==> src/rtl/parity_stream_accum.sv <==
// Framed XOR parity accumulator: pipelined per-word reduction tree feeding a frame FSM.
// Optional PARITY_STREAM_CHECK_EN adds exp_parity input and out_err output.
module parity_stream_accum #(
  parameter int WIDTH       = 16,
  parameter int PIPE_STAGES = 2,
  parameter int CNT_W       = 8
) (
  input  logic             clk,
  input  logic             rst,
  input  logic             in_valid,
  output logic             in_ready,
  input  logic [WIDTH-1:0] in_data,
  input  logic             in_last,
  input  logic             odd_mode,
`ifdef PARITY_STREAM_CHECK_EN
  input  logic             exp_parity,
  output logic             out_err,
`endif
  output logic             out_valid,
  input  logic             out_ready,
  output logic             out_parity,
  output logic [CNT_W-1:0] out_count,
  output logic             out_overflow
);

  localparam int LVL = $clog2(WIDTH);
  localparam int T_VALID = 0;
  localparam int T_LAST  = 1;
  localparam int T_FIRST = 2;
  localparam int T_MODE  = 3;
`ifdef PARITY_STREAM_CHECK_EN
  localparam int T_EXP   = 4;
  localparam int TAG_W   = 5;
`else
  localparam int TAG_W   = 4;
`endif

  typedef enum logic {IDLE, ACCUM} state_t;

  // Valid/ready: a word moves on in_valid & in_ready, a result on out_valid & out_ready.
  // A result held by the consumer freezes every stage (in_ready = en), so nothing is lost or repeated.

  // Applies n pairwise-XOR tree levels; zero padding keeps the total parity unchanged.
  function automatic logic [WIDTH-1:0] xor_levels(input logic [WIDTH-1:0] v, input int n);
    logic [2*WIDTH-1:0] ext;
    logic [WIDTH-1:0]   cur;
    cur = v;
    for (int l = 0; l < LVL; l++) begin
      if (l < n) begin
        ext = {{WIDTH{1'b0}}, cur};
        for (int i = 0; i < WIDTH; i++) cur[i] = ext[2*i] ^ ext[2*i+1];
      end
    end
    return cur;
  endfunction

  // Tree level after which register stage s sits.
  function automatic int bnd(input int s);
    int r;
    if (PIPE_STAGES == 0) r = LVL;
    else r = (s * LVL) / PIPE_STAGES;
    return r;
  endfunction

  logic                            en;
  logic                            first_q, first_d;
  logic [TAG_W-1:0]                in_tag;
  logic [PIPE_STAGES:0][WIDTH-1:0] tap_vec;
  logic [PIPE_STAGES:0][TAG_W-1:0] tap_tag;

  state_t           state_q, state_d;
  logic             acc_q, acc_d;
  logic [CNT_W-1:0] cnt_q, cnt_d;
  logic             ovf_q, ovf_d;
  logic             mode_q, mode_d;
  logic             out_valid_q, out_valid_d;
  logic             out_parity_q, out_parity_d;
  logic [CNT_W-1:0] out_count_q, out_count_d;
  logic             out_overflow_q, out_overflow_d;
  logic [TAG_W-1:0] t_tag;
  logic             t_par;
  logic             opening;

  assign en       = ~(out_valid_q & ~out_ready);
  assign in_ready = en;

  always_comb begin
    in_tag          = '0;
    in_tag[T_VALID] = in_valid & en;
    in_tag[T_LAST]  = in_last;
    in_tag[T_FIRST] = first_q;
    in_tag[T_MODE]  = odd_mode;
`ifdef PARITY_STREAM_CHECK_EN
    in_tag[T_EXP]   = exp_parity;
`endif
    first_d = (in_valid & en) ? in_last : first_q;
  end

  assign tap_vec[0] = in_data;
  assign tap_tag[0] = in_tag;

  for (genvar s = 1; s <= PIPE_STAGES; s++) begin : g_stage
    localparam int NLEV = bnd(s) - bnd(s - 1);
    logic [WIDTH-1:0] vec_q, vec_d;
    logic [TAG_W-1:0] tag_q, tag_d;

    always_comb begin
      vec_d = xor_levels(tap_vec[s-1], NLEV);
      tag_d = tap_tag[s-1];
    end

    always_ff @(posedge clk or posedge rst) begin
      if (rst) begin
        vec_q <= '0;
        tag_q <= '0;
      end else if (en) begin
        vec_q <= vec_d;
        tag_q <= tag_d;
      end
    end

    assign tap_vec[s] = vec_q;
    assign tap_tag[s] = tag_q;
  end

  // Remaining levels after the last register collapse into one reduction.
  assign t_tag   = tap_tag[PIPE_STAGES];
  assign t_par   = ^tap_vec[PIPE_STAGES];
  assign opening = (state_q == IDLE) | t_tag[T_FIRST];

`ifdef PARITY_STREAM_CHECK_EN
  logic out_err_q, out_err_d;
`endif

  always_comb begin
    state_d        = state_q;
    acc_d          = acc_q;
    cnt_d          = cnt_q;
    ovf_d          = ovf_q;
    mode_d         = mode_q;
    out_valid_d    = out_valid_q & ~out_ready;
    out_parity_d   = out_parity_q;
    out_count_d    = out_count_q;
    out_overflow_d = out_overflow_q;
`ifdef PARITY_STREAM_CHECK_EN
    out_err_d      = out_err_q;
`endif
    if (en && t_tag[T_VALID]) begin
      if (opening) begin
        acc_d  = t_par;
        cnt_d  = CNT_W'(1);
        ovf_d  = 1'b0;
        mode_d = t_tag[T_MODE];
      end else begin
        acc_d = acc_q ^ t_par;
        if (cnt_q == {CNT_W{1'b1}}) ovf_d = 1'b1;
        else cnt_d = cnt_q + CNT_W'(1);
      end
      // Closing word: result loads now and the FSM is free for the next word immediately.
      if (t_tag[T_LAST]) begin
        state_d        = IDLE;
        out_valid_d    = 1'b1;
        out_parity_d   = acc_d ^ mode_d;
        out_count_d    = cnt_d;
        out_overflow_d = ovf_d;
`ifdef PARITY_STREAM_CHECK_EN
        out_err_d      = acc_d ^ mode_d ^ t_tag[T_EXP];
`endif
      end else begin
        state_d = ACCUM;
      end
    end
  end

  always_ff @(posedge clk or posedge rst) begin
    if (rst) begin
      first_q        <= 1'b1;
      state_q        <= IDLE;
      acc_q          <= 1'b0;
      cnt_q          <= '0;
      ovf_q          <= 1'b0;
      mode_q         <= 1'b0;
      out_valid_q    <= 1'b0;
      out_parity_q   <= 1'b0;
      out_count_q    <= '0;
      out_overflow_q <= 1'b0;
`ifdef PARITY_STREAM_CHECK_EN
      out_err_q      <= 1'b0;
`endif
    end else begin
      first_q        <= first_d;
      state_q        <= state_d;
      acc_q          <= acc_d;
      cnt_q          <= cnt_d;
      ovf_q          <= ovf_d;
      mode_q         <= mode_d;
      out_valid_q    <= out_valid_d;
      out_parity_q   <= out_parity_d;
      out_count_q    <= out_count_d;
      out_overflow_q <= out_overflow_d;
`ifdef PARITY_STREAM_CHECK_EN
      out_err_q      <= out_err_d;
`endif
    end
  end

  assign out_valid    = out_valid_q;
  assign out_parity   = out_parity_q;
  assign out_count    = out_count_q;
  assign out_overflow = out_overflow_q;
`ifdef PARITY_STREAM_CHECK_EN
  assign out_err      = out_err_q;
`endif

endmodule

==> config.mk <==
export PLATFORM = sky130hd
export DESIGN_NAME = parity_stream_accum
export DESIGN_NICKNAME = d
export VERILOG_FILES = /design/src/rtl/parity_stream_accum.sv
export SDC_FILE = /design/constraint.sdc
export NUM_CORES = 1
export LEC_CHECK = 0
export CAP_MARGIN = 20
export CELL_PAD_IN_SITES_DETAIL_PLACEMENT = 0
export CELL_PAD_IN_SITES_GLOBAL_PLACEMENT = 2
export CORE_UTILIZATION = 30
export CTS_CLUSTER_DIAMETER = 80
export DETAILED_ROUTE_END_ITERATION = 10
export PLACE_DENSITY = 0.78
export SYNTH_ARGS = -nofsm -noshare
export SYNTH_HDL_FRONTEND = slang
export SYNTH_SLANG_ARGS = --single-unit
export TNS_END_PERCENT = 20
==> constraint.sdc <==
create_clock -name clk -period 3.7 [get_ports clk]
set_clock_uncertainty 0.1 [all_clocks]
set_input_delay 0.74 -clock clk [delete_from_list [all_inputs] [get_ports clk]]
set_output_delay 0.74 -clock clk [all_outputs]
set_load 0.02 [all_outputs]
==> metrics.cfg <==
[outcome]
outcome=finished clean

[sta]
setup_slack_ps=932
drv_slew=0
worst_pin_slew_ps=818
relSlewSlack_pct=45.3
holdWs_ps=382
final.setup.tns_ps=0
rsz0062_at_grt=false
period_share_pct=74.8
setup-violations-final=0
fin_crit_ps=2770
fmax_ghz=0.361
hold_viol_final=0

[drt]
drtIter0Drc=44
met1_length_um=1910
wl_per_cell_um=12.7
final_antenna_net_count=0
topRoutingLayerUsed=met4
dr.pass1.iters=4
wl_met3_um=100
wl_met2_um=1480
drc_errors=0
via_count=1323
wl_um=3540
routed_via_density=4.74

[floorplan]
initial_utilization_pct=32.1
die_h_um=79.9
num_rows=27
io_pins=34
coreArea_mm2=0.00568
dieArea_mm2=0.00638
die_w_um=79.9

[layout]
drive_gt1_share_pct=7.73
area_growth_pct=26.2
fin_cells=279
nNetsFinal=229
final_common_cell=dfrtp_1
layout_common_cells=dfrtp_1 (36), clkdlybuf4s50_1 (33), xnor2_1 (17), a21oi_1 (15), nor2_1 (14)
antennaDiodeCount=0

[logic_synthesis]
synthArstFlopShare_pct=100
yosysWarnings=0
netlist_instances=173
synth-edff-count=0
synthesis.area_mm2=0.00182
syn_nets=196
ys_seq_elements=37
ys_types=36
ys.flop_type=dfrtp_1
yosysSeqAreaShare_pct=51.0
synth.avg_cell_area_um2=10.5

[grt]
grt_max_degree=38
grt_pass1_wl_um=6140
overflow=0
grtUsageTotal_pct=12.6
antenna_found_initial=0
grt_pass1_vias=1300

[setup_path]
crit_fanout=2
cp_data_required_time_ps=2860
path_class=in -> out
worst_setup_path_start_kind=input pin
worst_ep_arrival_time_ps=1930
worstSetupEndpointType=primary output

[place]
io_buffers=33
post-place-ws_ps=871
gp_congestion=0.733
dp.cells=271
hpwlAfterDp_um=2460

[pwr]
p_sw_mw=0.507
p_clk_share_pct=20.1
power_frac_seq_pct=42.5
switching_share_pct=35.8
pwr_density_cell_mw_per_mm2=616
combPwrFrac_pct=37.4
p_leak_nw=0.935
internal-power_mw=0.908
peakVddDrop_v=0.000288

[clock_network]
clock_sinks=37
clock_path_buffers=2
postCtsResizedCells=0
clk_latency_ps=280
cts_made_buffers=5
cts_max_level=2
path_clk_slew_ps=70
cts-hold-fix-buffers=0
cts_setup_buffers=0
root_buffer=clkbuf_8
cts_tree=yes

[worst_hold_path]
min-delay-path-class=reg -> reg

[job]
cap_violations=0

[metrics by stage]
stage | cell area (um2) | utilization [%] | power (mW)
floorplan | 1820 | - | 0.981
global placement | 2210 | 38.9 | 1.14
detailed placement | 2210 | 38.9 | 1.15
CTS | 2300 | 40.5 | 1.44
global route | 2300 | 40.5 | 1.53
finish | 2300 | 40.5 | 1.42
[worst paths after layout]
check,start,end,slack (ps),depth (start not counted)
worst max-delay path,out_ready,in_ready,930,3
worst min-delay path,g_stage[1].tag_q[1]$_DFFE_PP0N_,g_stage[1].tag_q[1]$_DFFE_PP0N_,380,1
worst max register to register,out_valid$_DFF_PP0_,out_count[3]$_DFFE_PP0P_,1720,5
worst min register to register,g_stage[1].tag_q[1]$_DFFE_PP0N_,g_stage[1].tag_q[1]$_DFFE_PP0N_,380,1
max in group asynchronous,rst,first_q$_DFFE_PP1P_,2380,3
min in group asynchronous,rst,out_parity$_DFFE_PP0P_,770,3
[per-layer routing]
| metal | track usage, % | vias up |
|---|---|---|
| met1 | 17.6 | 625 |
| met5 | 0 | - |
| met2 | 19.0 | 23 |
| met3 | 2.97 | 4 |
| li1 | - | 671 |
| met4 | 4.29 | 0 |
[cells in the mapped netlist, types with 2 or more instances]
cell type  count  share of area [%]
o21ai_0        4                1.1
xor2_1         2               0.96
clkbuf_1       2               0.41
nand2_1       11                2.3
nor2_1        14                2.9
inv_1          5                1.0
mux2_1         8                5.0
nand3_1        6                1.7
and3_1         4                1.4
xnor2_1       17                8.2
o21ai_1        9                2.5
nand2b_1       2               0.69
nor3_1         3               0.83
buf_2          6                1.7
o22a_1         2               0.96
a31oi_1        2               0.69
a21oi_1       15                4.1
mux2i_1        3                1.7
a22o_1         6                2.9
dfrtp_1       36                 50
[state kept, by name, indices dropped and copies added, names as in the netlist]
name and cells:
acc_q 1, cnt_q 8, first_q 1, g_stage.tag_q 8, g_stage.vec_q 5, mode_q 1
out_count 8, out_overflow 1, out_parity 1, out_valid 1, ovf_q 1, state_q 1
[final cells by class]
class | count | area (um2)
Fill cell | 557 | 3380
Sequential cell | 37 | 927
Multi-Input combinational cell | 122 | 825
Inverter | 5 | 18.8
Timing Repair Buffer | 35 | 345
Tap cell | 72 | 90.1
Clock buffer | 8 | 90.1
[logic make-up after synthesis]
group,share of synthesized area [%]
AO/OA/AOI/OAI,15.7
adder cells (fa/ha/maj),0.688
buffers and inverters,3.71
XOR/XNOR,9.15
multiplexers,7.22
flip-flops,51.0
AND/OR/NAND/NOR,12.5
[power by group through the flow]
stage               Combinational, mW  Clock (mW)  Sequential (mW)
CTS                             0.540       0.299            0.603
floorplan                       0.361           0            0.620
global route                    0.595       0.315            0.618
global placement                0.532           0            0.610
detailed placement              0.536           0            0.610
finish                          0.529       0.285            0.601
[critical path, stage by stage]
cell and delay (ps):
clkdlybuf4s50_1 450, nand2b_1 130, clkdlybuf4s50_1 610
No activity file was read; power rests on OpenSTA's default activity.
